## config.mk

```make
export PLATFORM = sky130hd
export DESIGN_NAME = rv_dmem_ctrl
export DESIGN_NICKNAME = d
export VERILOG_FILES = /design/src/rtl/rv_dmem_ctrl.sv
export SDC_FILE = /design/constraint.sdc
export NUM_CORES = 1
export LEC_CHECK = 0
export CAP_MARGIN = 20
export CORE_MARGIN = 2
export CORE_UTILIZATION = 39
export DETAILED_ROUTE_END_ITERATION = 6
export MAX_ROUTING_LAYER = met4
export PLACE_DENSITY = 0.76
export SLEW_MARGIN = 20
export SYNTH_ARGS = -nofsm -noshare
export SYNTH_HDL_FRONTEND = slang
export SYNTH_SLANG_ARGS = --single-unit
```

## constraint.sdc

```tcl
create_clock -name i_dmem_ctrl_clk -period 2.96 [get_ports i_dmem_ctrl_clk]
set_input_delay 0.592 -clock i_dmem_ctrl_clk [delete_from_list [all_inputs] [get_ports i_dmem_ctrl_clk]]
set_output_delay 0.592 -clock i_dmem_ctrl_clk [all_outputs]
set_load 0.05 [all_outputs]
```

## src/rtl/rv_dmem_ctrl.sv

```systemverilog
// rtl/rv_dmem_ctrl.sv - RV32I load/store controller driving a single-port SRAM
// Optional: define RV_DMEM_CTRL_OOR_CHK_EN to flag addresses beyond the SRAM as errors.
module rv_dmem_ctrl #(
  parameter int BW_DATA = 32,
  parameter int BW_ADDR = 4
) (
  input  logic               i_dmem_ctrl_clk,
  input  logic               i_dmem_ctrl_rstn,
  input  logic               i_dmem_ctrl_req_val,
  output logic               o_dmem_ctrl_req_rdy,
  input  logic               i_dmem_ctrl_req_we,
  input  logic [31:0]        i_dmem_ctrl_req_addr,
  input  logic [1:0]         i_dmem_ctrl_req_size,
  input  logic               i_dmem_ctrl_req_unsigned,
  input  logic [31:0]        i_dmem_ctrl_req_wdata,
  output logic               o_dmem_ctrl_rsp_val,
  output logic [31:0]        o_dmem_ctrl_rsp_rdata,
  output logic               o_dmem_ctrl_rsp_err,
  output logic [BW_DATA-1:0] o_dmem_ctrl_sram_data,
  output logic [BW_ADDR-1:0] o_dmem_ctrl_sram_addr,
  output logic               o_dmem_ctrl_sram_cen,
  output logic               o_dmem_ctrl_sram_wen,
  output logic               o_dmem_ctrl_sram_ren,
  input  logic [BW_DATA-1:0] i_dmem_ctrl_sram_data,
  input  logic               i_dmem_ctrl_sram_data_val
);

  typedef enum logic [2:0] {S_IDLE, S_READ, S_WRITE, S_RMW_RD, S_RMW_WR, S_RESP} state_t;
  state_t state, state_nxt;

  logic [BW_ADDR+1:0] addr_q;
  logic [1:0]         size_q;
  logic               uns_q;
  logic [31:0]        wdata_q;
  logic [31:0]        rdata_q;
  logic [31:0]        word_q;
  logic               err_q;

  logic               accept;
  logic               req_err;
  logic               oor_err;
  logic [7:0]         lane_b;
  logic [15:0]        lane_h;
  logic [31:0]        load_val;
  logic [31:0]        merged;

  assign accept = i_dmem_ctrl_req_val && (state == S_IDLE);

`ifdef RV_DMEM_CTRL_OOR_CHK_EN
  assign oor_err = |i_dmem_ctrl_req_addr[31:BW_ADDR+2];
`else
  logic unused_addr_hi;
  assign unused_addr_hi = ^i_dmem_ctrl_req_addr[31:BW_ADDR+2];
  assign oor_err = 1'b0;
`endif

  always_comb begin
    req_err = oor_err;
    case (i_dmem_ctrl_req_size)
      2'b01:   if (i_dmem_ctrl_req_addr[0]) req_err = 1'b1;
      2'b10:   if (i_dmem_ctrl_req_addr[1:0] != 2'b00) req_err = 1'b1;
      2'b11:   req_err = 1'b1;
      default: ;
    endcase
  end

  // Lane extraction and sign/zero extension straight off the combinational SRAM data.
  always_comb begin
    lane_b = i_dmem_ctrl_sram_data[{addr_q[1:0], 3'b000} +: 8];
    lane_h = addr_q[1] ? i_dmem_ctrl_sram_data[31:16] : i_dmem_ctrl_sram_data[15:0];
    case (size_q)
      2'b00:   load_val = {{24{lane_b[7] & ~uns_q}}, lane_b};
      2'b01:   load_val = {{16{lane_h[15] & ~uns_q}}, lane_h};
      default: load_val = i_dmem_ctrl_sram_data;
    endcase
  end

  always_comb begin
    merged = word_q;
    if (size_q == 2'b00) merged[{addr_q[1:0], 3'b000} +: 8] = wdata_q[7:0];
    else                 merged[{addr_q[1], 4'b0000} +: 16] = wdata_q[15:0];
  end

  always_comb begin
    state_nxt             = state;
    o_dmem_ctrl_sram_cen  = 1'b0;
    o_dmem_ctrl_sram_wen  = 1'b0;
    o_dmem_ctrl_sram_ren  = 1'b0;
    o_dmem_ctrl_sram_data = '0;
    case (state)
      S_IDLE: begin
        if (i_dmem_ctrl_req_val) begin
          if (req_err)                          state_nxt = S_RESP;
          else if (!i_dmem_ctrl_req_we)         state_nxt = S_READ;
          else if (i_dmem_ctrl_req_size == 2'b10) state_nxt = S_WRITE;
          else                                  state_nxt = S_RMW_RD;
        end
      end
      S_READ: begin
        o_dmem_ctrl_sram_cen = 1'b1;
        o_dmem_ctrl_sram_ren = 1'b1;
        if (i_dmem_ctrl_sram_data_val) state_nxt = S_RESP;
      end
      S_WRITE: begin
        o_dmem_ctrl_sram_cen  = 1'b1;
        o_dmem_ctrl_sram_wen  = 1'b1;
        o_dmem_ctrl_sram_data = wdata_q;
        state_nxt             = S_RESP;
      end
      S_RMW_RD: begin
        o_dmem_ctrl_sram_cen = 1'b1;
        o_dmem_ctrl_sram_ren = 1'b1;
        if (i_dmem_ctrl_sram_data_val) state_nxt = S_RMW_WR;
      end
      S_RMW_WR: begin
        o_dmem_ctrl_sram_cen  = 1'b1;
        o_dmem_ctrl_sram_wen  = 1'b1;
        o_dmem_ctrl_sram_data = merged;
        state_nxt             = S_RESP;
      end
      S_RESP:  state_nxt = S_IDLE;
      default: state_nxt = S_IDLE;
    endcase
  end

  // rdata_q is cleared on every accept so stores and errors respond with zero.
  always_ff @(posedge i_dmem_ctrl_clk or negedge i_dmem_ctrl_rstn) begin
    if (!i_dmem_ctrl_rstn) begin
      state   <= S_IDLE;
      addr_q  <= '0;
      size_q  <= '0;
      uns_q   <= 1'b0;
      wdata_q <= '0;
      rdata_q <= '0;
      word_q  <= '0;
      err_q   <= 1'b0;
    end else begin
      state <= state_nxt;
      if (accept) begin
        addr_q  <= i_dmem_ctrl_req_addr[BW_ADDR+1:0];
        size_q  <= i_dmem_ctrl_req_size;
        uns_q   <= i_dmem_ctrl_req_unsigned;
        wdata_q <= i_dmem_ctrl_req_wdata;
        err_q   <= req_err;
        rdata_q <= '0;
      end
      if (state == S_READ && i_dmem_ctrl_sram_data_val)   rdata_q <= load_val;
      if (state == S_RMW_RD && i_dmem_ctrl_sram_data_val) word_q  <= i_dmem_ctrl_sram_data;
    end
  end

  assign o_dmem_ctrl_req_rdy   = (state == S_IDLE);
  assign o_dmem_ctrl_rsp_val   = (state == S_RESP);
  assign o_dmem_ctrl_rsp_rdata = (state == S_RESP) ? rdata_q : 32'h0;
  assign o_dmem_ctrl_rsp_err   = (state == S_RESP) && err_q;
  assign o_dmem_ctrl_sram_addr = addr_q[BW_ADDR+1:2];

endmodule

```

# Word level (Yosys, flattened, before mapping)
# Cells that the tools add are included.
dict set report word_totals {
  register_bits 109
  latch_bits 0
  ram_bits 0
  rom_bits 0
  in_bits 104
  output_inout_bits 74
  elab_cells 64
  n_memories 0
}
dict set report classes {
  addsub 2
  mul 0
  div_mod_pow 0
  n_lt_le_gt_ge 0
  eq_ne 12
  shifts 5
  n_mux 22
  n_bitwise 3
  reduce_logical 12
}
# op n
set ops {}
lappend ops {{2-to-1 mux 32 bit} 4}
lappend ops {{one-hot mux 32 bit (2 select lines)} 2}
lappend ops {{bitwise mux 32 bit} 2}
lappend ops {{variable shift 16 x 7 -> 32 bit, first input constant} 1}
lappend ops {{variable shift 8 x 7 -> 32 bit, first input constant} 1}
lappend ops {{variable part select 16 x 7 -> 32 bit} 1}
lappend ops {{variable part select 32 x 6 -> 8 bit} 1}
lappend ops {{variable part select 8 x 7 -> 32 bit} 1}
lappend ops {{2-to-1 mux 16 bit} 1}
lappend ops {{negation 5 -> 7 bit} 2}
lappend ops {{2-to-1 mux 3 bit} 4}
lappend ops {{one-hot mux 3 bit (4 select lines)} 1}
lappend ops {{equality test 3 x 2 -> 1 bit, second input constant} 2}
lappend ops {{equality test 3 bit, second input constant} 2}
lappend ops {{2-to-1 mux 1 bit} 6}
lappend ops {{inequality test 2 bit, second input constant} 3}
lappend ops {{equality test 2 x 1 -> 1 bit, second input constant} 2}
lappend ops {{equality test 2 bit, second input constant} 2}
lappend ops {{logical AND 1 bit} 4}
lappend ops {{nonzero test 2 bit} 2}
lappend ops {{OR reduction 2 bit} 2}
lappend ops {{OR reduction 4 bit} 1}
lappend ops {{equality test 3 x 1 -> 1 bit, second input constant} 1}
lappend ops {{zero test 3 bit} 1}
lappend ops {{6 further kinds} 7}

# Logic depth before layout (Yosys ltp)
dict set report logic_depth {
  ltp_word 6
  depth_mapped 9
  mapped_depth_nobuf 6
}

# Least setup slack after synthesis
# OpenSTA, ideal clock, no wires.
dict set report synth_timing {
  path_kind {reg2out}
  start {reg addr_q[1]}
  end {out o_dmem_ctrl_sram_data[24]}
  t_arrival_ps 2716
  t_required_ps 2368
  slack_ps -348
  stages_incl_launch_ff 8
  n_path_buf 2
  path_cell_list {dfrtp_1 buf_2 buf_6 inv_1 ha_1 nor4_4 a221oi_1 o21ai_0}
}
dict set report synth_via {
  elab_chain_len 5
  elab_cells_between_ends 10
  classes_between {2 x add/sub; 4 x shift; 4 x mux}
}
# item line
set synth_rtl {}
lappend synth_rtl {{start, declared} 31} ;# logic [BW_ADDR+1:0] addr_q;
lappend synth_rtl {{start signal, assigned} 140} ;# addr_q <= i_dmem_ctrl_req_addr[BW_ADDR+1:0];
lappend synth_rtl {{negation 5 -> 7 bit, on equally long branches} {81, 80}}
lappend synth_rtl {{variable part select 16 x 7 -> 32 bit (tied with other cells)} 81} ;# else merged[{addr_q[1], 4'b0000} +: 16] = wdata_q[15:0];
lappend synth_rtl {{bitwise mux 32 bit, on equally long branches} {81, 80}}
lappend synth_rtl {{2-to-1 mux 32 bit (*)} 80} ;# if (size_q == 2'b00) merged[{addr_q[1:0], 3'b000} +: 8] = wdata_q[7:0];
lappend synth_rtl {{one-hot mux 32 bit (2 select lines) (*)} 90} ;# case (state)
lappend synth_rtl {{end, declared} 19} ;# output logic [BW_DATA-1:0] o_dmem_ctrl_sram_data,
# Every way passes the cells marked *; elsewhere a longest branch is shown, timed or not.

# Worst setup path in the final report
dict set report layout_timing {
  start {reg state[2]}
  end {out o_dmem_ctrl_sram_data[7]}
}
dict set report layout_via {
  elab_chain_len 2
  elab_cells_between_ends 3
  classes_between {2 x eq/ne; 1 x mux}
}
# item line
set layout_rtl {}
lappend layout_rtl {{start, declared} 29} ;# state_t state, state_nxt;
lappend layout_rtl {{start signal, assigned} 138} ;# state <= state_nxt;
lappend layout_rtl {{equality test 3 bit / equality test 3 x 2 -> 1 bit (equally long branches)} 90}
lappend layout_rtl {{one-hot mux 32 bit (2 select lines) (*)} 90}
# Marked as above.

==> impl_summary.txt <==
----------------------------------------------------
[Route]
  Average wire per cell in the routed design ... 20.36 um
  First-pass detailed-route iteration total ... 6
  Iteration-0 DRC count of the detailed router ... 595
  Remaining design rule violation count ... 0
  Wire length after detailed routing ... 18.89 mm
  Via total after detailed routing ... 5365
  Antenna violation net count after detailed routing ... 0
  Via/cell ratio ... 5.781

[Worst setup path]
  Worst setup SP type ... register
  Worst reg2reg path startpoint ... state[0]
  Highest-delay cell along the critical path ... sky130_fd_sc_hd__dfrtp_1
  Critical Setup Path Class ... reg2out
  Critical-path cell list ... nor2b_2, nand2b_2, a211oi_4, a22o_1, buf_12
  Data required time at the worst endpoint ... 2.37 ns
  Crit end category ... output port
  Minimum setup slack among reg-to-reg paths ... 0.82 ns
  Data arrival time of the critical path ... 2.32 ns
  Peak per-stage delay on the critical path ... 0.54 ns
  End of the worst register-to-register path ... rdata_q[18]
  Cells on worst reg2reg path ... 4
  Highest fanout seen on the critical path ... 9

[Synth]
  Most area-hungry cell type in the Yosys netlist ... sky130_fd_sc_hd__dfrtp_1
  Average cell area after synthesis ... 9.650 um^2
  Distinct cell type count after synthesis ... 58
  Cell types with the largest area share after synthesis ... sky130_fd_sc_hd__dfrtp_1 47%, sky130_fd_sc_hd__nand2_1 9.9%, sky130_fd_sc_hd__mux2_2 8.5%
  Gate Count Post-Synth ... 602
  Ys flop type ... sky130_fd_sc_hd__dfrtp_1
  Netlist Area Pre-Place ... 5809 um^2
  Net Count, Synth ... 711
  Warnings from Yosys ... 0
  Share of flip-flops with an asynchronous set or reset ... 100.0%
  Fraction of the yosys area taken by sequential cells ... 46.95%
  Post-synth EDFFs ... 0
  Synthesis-stage register bit count ... 109
  Fraction of synthesized cell area taken by the top area cell type ... 46.95%

[GRT]
  Via count of the first global-routing pass ... 5387
  First-pass GRT wire length ... 29.80 mm
  Maximum number of pins on one net before global-route repair ... 48
  Final global-route overflow total ... 0
  Initial antenna violation count ... 0
  Tot GR Track Use ... 24.69%

[Floorplan]
  Placeable core area ... 14530 um^2
  Die H ... 126.0 um
  Boundary pin count ... 178
  Number of rows created at floorplan ... 44
  Die Area ... 15890 um^2
  Initial Utilization ... 39.97%
  Overall die width ... 126.0 um

[Timing]
  Final Critical Period ... 2.911 ns
  Maximum clock frequency ... 343.5 MHz
  Final number of max-transition violations ... 0
  Worst Tran Pin Value ... 1.087 ns
  Final setup TNS ... 0 ns
  Post-route clock skew ... 0.01242 ns
  Setup repair after global routing missed its margin ... no
  Rel. slew slack ... 27.48%
  Period Utilization, post-route ... 98.35%
  Final hold violation count ... 0
  Final count of negative-setup-slack endpoints ... 0

[Clock tree]
  Number of clock buffers inserted by TritonCTS ... 9
  Hold bufs inserted after CTS ... 0
  TritonCTS clock tree ... built
  Later-pin clock latency in the skew report ... 0.36 ns
  Sinks on the clock net ... 109
  Depth of the CTS H-tree ... 3
  Clock transition at the registers of the reported paths ... 0.07 ns
  Root Buffer ... sky130_fd_sc_hd__clkbuf_16
  Worst-case clock buffer depth ... 2

[Run status]
  Run status ... complete, no violations

[Power and ir drop]
  Internal power ... 0.004723 W
  Total power divided by cell area ... 992.5 nW/um^2
  Pleak ... 3.917 nW
  Sw Ratio ... 44.54%
  Psw ... 0.003793 W
  Worst ir drop on vdd ... 0.4089 mV
  Clock network fraction of design power ... 14.7%
  Logic pwr share ... 55.4%
  PnR Total Power ... 0.008516 W
  Power share of the sequential group ... 29.9%

[Placement]
  Post-detail-place hpwl ... 13.99 mm
  IO buf count ... 151
  Weighted congestion reported at the end of routability-driven placement ... 0.9601

[Final layout]
  Net total in the final layout ... 848
  Number of antenna repair diodes ... 0
  FILL cells ... 1191
  Signed area change from the synthesized netlist to the final layout ... 47.71%
  Flip-flop and latch area ... 2729 um^2
  Multi-input gate area in the final layout ... 2917 um^2
  Fraction of final layout cells with drive strength greater than 1 ... 25.27%

[Hold path]
  Class of the tightest hold or removal check ... in2async

[Flow run]
  Number of max-cap violations ... 0

----------------------------------------------------
-- kinds of logic (layout without fill, tap and decap cells) --
kind of cell	count (synthesis)	in the layout	synth area share (%)
buffers and inverters	56	198	4.609
adders and majority gates	5	5	1.077
and+or+nand+nor	235	235	19.34
DFF	109	109	46.95
AOI/OAI and AO/OA	151	151	19.13
muxes	46	46	8.895
-- Yosys cell counts, drive strengths merged (2+ instances only) --
| library cell | n |
|---|---|
| dfrtp | 109 |
| buf | 33 |
| nor3b | 2 |
| and3 | 33 |
| nand2 | 153 |
| mux2 | 45 |
| o2bb2ai | 15 |
| nand2b | 2 |
| clkbuf | 15 |
| a221o | 8 |
| a221oi | 10 |
| o21ai | 40 |
| nor2b | 7 |
| and2 | 9 |
| o21a | 10 |
| nor2 | 7 |
| a21oi | 17 |
| a22o | 9 |
| or3 | 2 |
| inv | 7 |
| nor3 | 3 |
| a22oi | 24 |
| ha | 5 |
| a222oi | 6 |
| nand3 | 8 |
| a31o | 3 |
-- cell type report --
| type | instances | area share, % |
|---|---|---|
| Clock buffer | 12 | 2.873 |
| Clock inverter | 4 | 0.6416 |
| Multi-Input combinational cell | 437 | 33.99 |
| Timing Repair Buffer | 174 | 27.66 |
| Sequential cell | 109 | 31.80 |
| Inverter | 8 | 0.3500 |
| Tap cell | 184 | 2.683 |
-- routing by layer --
metal,wire length [um],GRT usage (%),vias up
met1,8001,33.10,2641
met5,0,-,-
met4,535,8.016,0
met2,9175,39.06,257
li1,-,-,2425
met3,1181,3.229,42
-- cell usage in the layout, fill, tap and decap left out, types with 2 or more instances in the layout --
master,Yosys,final
sky130_fd_sc_hd__nor2b_2,0,2
sky130_fd_sc_hd__buf_12,0,69
sky130_fd_sc_hd__or3_1,2,2
sky130_fd_sc_hd__nand2_1,153,153
sky130_fd_sc_hd__a222oi_1,6,6
sky130_fd_sc_hd__nor3_1,2,2
sky130_fd_sc_hd__and2_1,5,5
sky130_fd_sc_hd__mux2_2,44,44
sky130_fd_sc_hd__o21ai_0,36,28
sky130_fd_sc_hd__buf_4,5,24
sky130_fd_sc_hd__o21ai_1,3,9
sky130_fd_sc_hd__clkdlybuf4s50_1,0,80
sky130_fd_sc_hd__nor2_1,5,4
sky130_fd_sc_hd__a21oi_1,15,15
sky130_fd_sc_hd__a22o_1,9,9
sky130_fd_sc_hd__a31o_2,3,3
sky130_fd_sc_hd__a221oi_1,10,10
sky130_fd_sc_hd__o21ai_2,1,3
sky130_fd_sc_hd__clkbuf_1,15,2
sky130_fd_sc_hd__nor2_2,2,3
sky130_fd_sc_hd__a221o_1,8,8
sky130_fd_sc_hd__o21a_1,10,10
sky130_fd_sc_hd__inv_1,7,7
sky130_fd_sc_hd__nor2b_1,7,5
sky130_fd_sc_hd__o2bb2ai_1,15,7
sky130_fd_sc_hd__and2_0,4,4
sky130_fd_sc_hd__a22oi_1,24,24
sky130_fd_sc_hd__o2bb2ai_2,0,8
sky130_fd_sc_hd__ha_1,5,4
sky130_fd_sc_hd__nor3b_2,2,2
sky130_fd_sc_hd__dfrtp_1,109,108
sky130_fd_sc_hd__clkbuf_16,0,9
sky130_fd_sc_hd__nand3_1,7,7
sky130_fd_sc_hd__and3_1,33,33
-- per-stage QoR --
step | worst slack (ns) | instance area, um^2 | hold slack (ns) | utilization, % | instances
after global routing | 0.01560 | 8581 | 0.2207 | 59.04 | 928
after floorplan | 0.02930 | 5859 | 0.2964 | - | 602
after detailed placement | 0.2897 | 8223 | 0.4554 | 56.58 | 911
after CTS | 0.003720 | 8551 | 0.2027 | 58.83 | 928
after global placement | 0.3434 | 8223 | 0.4538 | 56.58 | 911
final | 0.04896 | 8581 | 0.1890 | 59.04 | 928
-- worst max-delay path by stage --
| stage | startpoint | endpoint | slack [ns] | depth (start not counted) |
|---|---|---|---|---|
| global route | addr_q[1] | o_dmem_ctrl_sram_data[26] | 0.02 | 8 |
| detailed placement | state[1] | o_dmem_ctrl_sram_data[7] | 0.29 | 5 |
| CTS | addr_q[1] | o_dmem_ctrl_sram_data[23] | 0.004 | 7 |
| global placement | state[1] | o_dmem_ctrl_sram_data[7] | 0.34 | 5 |
| finish | state[2] | o_dmem_ctrl_sram_data[7] | 0.05 | 5 |
| floorplan | addr_q[1] | o_dmem_ctrl_sram_data[24] | 0.03 | 7 |
-- sequential cells by signal, indices dropped and copies added, names as in the netlist --
name and count:
rdata_q 32, wdata_q 32, word_q 32, addr_q 6
state 3, size_q 2, err_q 1, uns_q 1
-- worst max-delay path: cells and delay by family (launching register included) --
| family | cells | cell delay [ns] |
|---|---|---|
| DFF | 1 | 0.54 |
| and+or+nand+nor | 2 | 0.52 |
| buffers and inverters | 1 | 0.17 |
| AOI/OAI and AO/OA | 2 | 0.73 |
-- power groups by stage --
stage | combinational (W) | sequential, W | clock [W]
floorplan | 0.00294 | 0.00232 | 0
global placement | 0.00450 | 0.00253 | 0
detailed placement | 0.00460 | 0.00255 | 0
CTS | 0.00465 | 0.00253 | 0.00126
global route | 0.00501 | 0.00260 | 0.00132
finish | 0.00472 | 0.00255 | 0.00125
-- repair_timing --
| item | 4_1_cts | 5_1_grt |
|---|---|---|
| endpoints found under the setup margin | 22 | 25 |
| resized for setup | 4 | 8 |
| buffers inserted | 1 | 0 |
| pin swaps | 1 | 3 |
No activity file was read; power rests on OpenSTA's default activity.
